File: src/rtl/mem_arbiter.sv
// mem_arbiter: shares one single-port memory between the fetch (I) and data (D) pipeline ports.
// Latency: request seen in IDLE cycle t, mem_ack at t+1+k -> *_done at t+2+k; next grant no earlier than t+3+k.
// Backpressure: one access in flight; stall_f/stall_m freeze each stage until its own done pulse.
module mem_arbiter #(
   parameter int ADDR_W  = 32,
   parameter int DATA_W  = 32,
   parameter int TIMEOUT = 16
) (
   input  logic                clk,
   input  logic                reset,
   input  logic                i_req,
   input  logic [ADDR_W-1:0]   i_addr,
   output logic [DATA_W-1:0]   i_rdata,
   output logic                i_done,
   input  logic                d_req,
   input  logic                d_we,
   input  logic [ADDR_W-1:0]   d_addr,
   input  logic [DATA_W-1:0]   d_wdata,
   input  logic [DATA_W/8-1:0] d_be,
   output logic [DATA_W-1:0]   d_rdata,
   output logic                d_done,
   output logic                mem_req,
   output logic                mem_we,
   output logic [ADDR_W-1:0]   mem_addr,
   output logic [DATA_W-1:0]   mem_wdata,
   output logic [DATA_W/8-1:0] mem_be,
   input  logic                mem_ack,
   input  logic [DATA_W-1:0]   mem_rdata,
   output logic                stall_f,
   output logic                stall_m,
   output logic                err
);

   // Watchdog only needs to reach TIMEOUT-1; keep at least one bit so TIMEOUT of 0 or 1 still elaborates.
   localparam int WD_W = (TIMEOUT > 1) ? $clog2(TIMEOUT) : 1;

   typedef enum logic [1:0] {
      IDLE   = 2'd0,
      I_BUSY = 2'd1,
      D_BUSY = 2'd2,
      DONE   = 2'd3
   } state_t;

   state_t          state;
   logic            last_grant_d;   // 0 = fetch port was granted last, 1 = data port
   logic [WD_W-1:0] watchdog;
   logic            wd_expired;
   logic            grant_i;
   logic            grant_d;

   // A lone requester wins outright; a tie goes to the port that did not win last time.
   assign grant_d = d_req & (~i_req | ~last_grant_d);
   assign grant_i = i_req & (~d_req |  last_grant_d);

   assign wd_expired = (TIMEOUT != 0) && (watchdog == WD_W'(TIMEOUT - 1));

   // Stage stalls drop in the same cycle as the stage's own done pulse.
   assign stall_f = i_req & ~i_done;
   assign stall_m = d_req & ~d_done;

   // Arbitration FSM: grant, hold the bus until ack or watchdog expiry, then one DONE cycle.
   always_ff @(posedge clk or posedge reset) begin
      if (reset) begin
         state        <= IDLE;
         last_grant_d <= 1'b0;
         watchdog     <= '0;
         mem_req      <= 1'b0;
         mem_we       <= 1'b0;
         mem_addr     <= '0;
         mem_wdata    <= '0;
         mem_be       <= '0;
         i_rdata      <= '0;
         d_rdata      <= '0;
         i_done       <= 1'b0;
         d_done       <= 1'b0;
         err          <= 1'b0;
      end else begin
         i_done <= 1'b0;
         d_done <= 1'b0;
         err    <= 1'b0;
         case (state)
            IDLE: begin
               watchdog <= '0;
               if (grant_d) begin
                  mem_req      <= 1'b1;
                  mem_we       <= d_we;
                  mem_addr     <= d_addr;
                  mem_wdata    <= d_wdata;
                  mem_be       <= d_be;
                  last_grant_d <= 1'b1;
                  state        <= D_BUSY;
               end else if (grant_i) begin
                  mem_req      <= 1'b1;
                  mem_we       <= 1'b0;
                  mem_addr     <= i_addr;
                  mem_wdata    <= '0;
                  mem_be       <= '1;
                  last_grant_d <= 1'b0;
                  state        <= I_BUSY;
               end
            end
            I_BUSY, D_BUSY: begin
               if (mem_ack) begin
                  // A late ack on the watchdog's final cycle still counts as a normal completion.
                  mem_req <= 1'b0;
                  state   <= DONE;
                  if (state == I_BUSY) begin
                     i_done  <= 1'b1;
                     i_rdata <= mem_rdata;
                  end else begin
                     d_done <= 1'b1;
                     if (!mem_we) begin
                        d_rdata <= mem_rdata;
                     end
                  end
               end else if (wd_expired) begin
                  mem_req <= 1'b0;
                  state   <= DONE;
                  err     <= 1'b1;
                  if (state == I_BUSY) begin
                     i_done  <= 1'b1;
                     i_rdata <= '0;
                  end else begin
                     d_done  <= 1'b1;
                     d_rdata <= '0;
                  end
               end else begin
                  watchdog <= watchdog + WD_W'(1);
               end
            end
            DONE: begin
               watchdog <= '0;
               state    <= IDLE;
            end
            default: begin
               state <= IDLE;
            end
         endcase
      end
   end

endmodule

File: config.mk
export PLATFORM = sky130hd
export DESIGN_NAME = mem_arbiter
export DESIGN_NICKNAME = d
export VERILOG_FILES = /design/src/rtl/mem_arbiter.sv
export SDC_FILE = /design/constraint.sdc
export NUM_CORES = 1
export LEC_CHECK = 0
export ABC_AREA = 0
export CAP_MARGIN = 20
export CORE_UTILIZATION = 41
export DETAILED_ROUTE_END_ITERATION = 10
export HOLD_SLACK_MARGIN = 0.15
export PLACE_DENSITY = 0.78
export SLEW_MARGIN = 40
export SYNTH_ARGS = -nofsm -noshare
export SYNTH_HDL_FRONTEND = slang
export SYNTH_SLANG_ARGS = --single-unit
File: constraint.sdc
create_clock -name clk -period 6.5 [get_ports clk]
set_input_delay 1.3 -clock clk [delete_from_list [all_inputs] [get_ports clk]]
set_output_delay 1.3 -clock clk [all_outputs]
set_load 0.02 [all_outputs]
==> results.cfg <==
[worst_setup_path]
worstSetupPathType = input pin to output pin
path_buf_inv = 2
critical_path.cell_chain = clkdlybuf4s50_1 -> nor2b_1 -> clkdlybuf4s50_1
path_common_cell = clkdlybuf4s50_1
crit_family = buffers and inverters
crit_fanout = 5
cp.arrival_ns = 2.75
critPathLaunchType = input pin
max_stage_delay_ns = 0.65
crit_path_top_delay_cell = clkdlybuf4s50_1
end_kind = output pin
startpoint = i_req
r2r_start = watchdog[0]$_DFFE_PP0P_
required_ns = 5.20

[logic_synthesis]
yosys_register_bits = 144
synthTopCellsByArea = dfrtp_1 (62%), a22o_1 (9.8%), mux2i_1 (5.9%)
syn_inst = 496
syn_nets = 638
synth_area_um2 = 5810
synth_top_area_share_pct = 62.1
avgSynthCellArea_um2 = 11.7
yosys_warnings = 0
synth-seq-area-share_pct = 62.1
synth_area_leader_cell = dfrtp_1
synth.distinct_cells = 31

[timing]
fin_crit_ns = 4.05
clock_skew_ns = 0.00548
fmax_mhz = 247
drv_slew = 0
hold_violations = 0
finalSetupViolCount = 0
slew_headroom_pct = 53.1
worst_pin_slew_ns = 0.704
fin_crit_sh_pct = 62.3
fin_ws_ns = 2.45
tns_ns = 0
hold_ws_ns = 0.475
grt_setup_unrepaired = no

[detailed_routing]
wl_per_cell_um = 18.0
met1_length_um = 6870
via_per_inst = 5.21
drc = 0
ant_nets = 0
vias = 4943
dr_wl_met2_um = 8360
drt_first_pass_iters = 4
highest_layer = met4
drt_iter0_drc = 328
dr_wl_met3_um = 1530
postRouteWirelength_um = 17100

[global_routing]
grt.total_usage_pct = 23.9
grt_pass1_vias = 5173
antenna_found_initial = 0
grt_pass1_wl_um = 26800
grt_max_degree = 104
overflow = 0

[cells_and_area]
stdcell_count = 948
layout_common_cells = clkdlybuf4s50_1 (276), dfrtp_1 (144), nand2_1 (69)
diodes = 0
nets = 898
fillers = 1025
seqCellArea_um2 = 3600
areaGrowthSynthToFinish_pct = 60.3
final_common_cell = clkdlybuf4s50_1
design_area_um2 = 9300
multi_input_area_um2 = 2030
drive_gt1_share_pct = 5.86

[flow_run]
maxCapViolations = 0

[floorplan]
die_h_um = 121
rows = 43
die_x_um = 121
core_um2 = 13800
initial_core_util_pct = 42.0
die_area_um2 = 14600
io_pins = 277

[pwr]
vdd_drop_max_mv = 0.360
leakagePower_uw = 0.00415
p_per_area_nw_per_um2 = 502

[clock_tree]
postCtsSetupRepairBufs = 0
cts_root_buffer = clkbuf_16
clk_pin_slew_ns = 0.05
cts_num_sinks = 144
cts_hold_buffers = 0
cts_buffers = 17
cts_tree = yes
cts_resized = 0
htree_levels = 4
clock_latency_ns = 0.41
clock_path_buffers = 2

[worst_hold_path]
holdCritStartpoint = mem_addr[24]$_DFFE_PP0P_
hp-class = flop to flop

[placement]
gp_congestion = 0.808
dp_cells = 917
place_area_um2 = 8720
dpl.hpwl_um = 11900
pre_cts_ws_ns = 2.45
io_buffers = 276

[status]
outcome = finished, final reports clean
metal layers:
layer	vias up	GRT usage, %
li1	2318	-
met1	2397	28.7
met2	202	39.8
met3	26	8.65
met4	0	8.02
met5	-	0
worst paths after layout:
kind                                             to  slack (ns)  depth (start not counted)
max in group asynchronous  mem_addr[22]$_DFFE_PP0P_        4.04                          3
min                        mem_addr[24]$_DFFE_PP0P_        0.47                          2
min reg2reg                mem_addr[24]$_DFFE_PP0P_        0.47                          2
max reg2reg                  d_rdata[5]$_DFFE_PP0P_        4.24                          5
max                                         stall_f        2.45                          3
min in group asynchronous   mem_addr[6]$_DFFE_PP0P_        1.41                          2
stage by stage:
step,util [%],total power [uW]
global route,67.3,4940
global placement,62.9,3660
CTS,67.2,4710
floorplan,-,2670
detailed placement,63.1,3730
finish,67.3,4670
sequential cells by signal, indices dropped and copies added (netlist names):
signal / cells
mem_wdata: 32
watchdog: 4
mem_addr: 32
mem_be: 4
state: 2
d_rdata: 32
mem_we: 1
last_grant_d: 1
i_rdata: 32
mem_req: 1
err: 1
i_done: 1
d_done: 1
power breakdown:
part           internal (uW)  leakage, uW  switching, uW  total [uW]
Combinational           1010      0.00205           1200        2220
Clock                    593     0.000287            365         958
Sequential              1280      0.00182            219        1500
Total                   2890      0.00415           1790        4670
tightest hold or removal path, stage by stage (launching register included):
cell	delay [ns]
dfrtp_1	0.33
nand2_1	0.04
o21ai_0	0.06
cell type report:
class	count	share of cell area [%]
clock buffer	22	5.10
clock inverter	9	1.13
inverter	6	0.323
multi-input combinational	303	21.8
sequential	144	38.7
tap	180	2.42
timing repair buffer	284	30.5
logic make-up after synthesis:
| family | synth area share, % |
|---|---|
| flops | 62.1 |
| fa+ha+maj | 0.862 |
| xor+xnor | 0.151 |
| mux | 5.86 |
| buf+inv | 3.81 |
| compound gates | 17.4 |
| simple gates | 9.81 |
cell usage after synthesis:
master,instances
a2111o_1,1
a211oi_1,2
a21boi_1,1
a21o_1,1
a21oi_1,2
a22o_1,65
a31oi_1,1
a32oi_1,2
and2_1,1
and4_1,1
buf_2,15
buf_4,5
clkbuf_1,23
dfrtp_1,144
ha_1,4
inv_1,6
mux2i_1,34
nand2_1,70
nand2b_1,1
nand4_1,32
nand4b_1,1
nor2_1,5
nor2b_1,4
nor3_1,2
nor3b_1,1
nor4b_2,1
o21a_1,1
o21ai_0,64
o21ai_1,1
o22a_1,4
xnor2_1,1
Note: power is estimated with default switching activity, not from simulation.
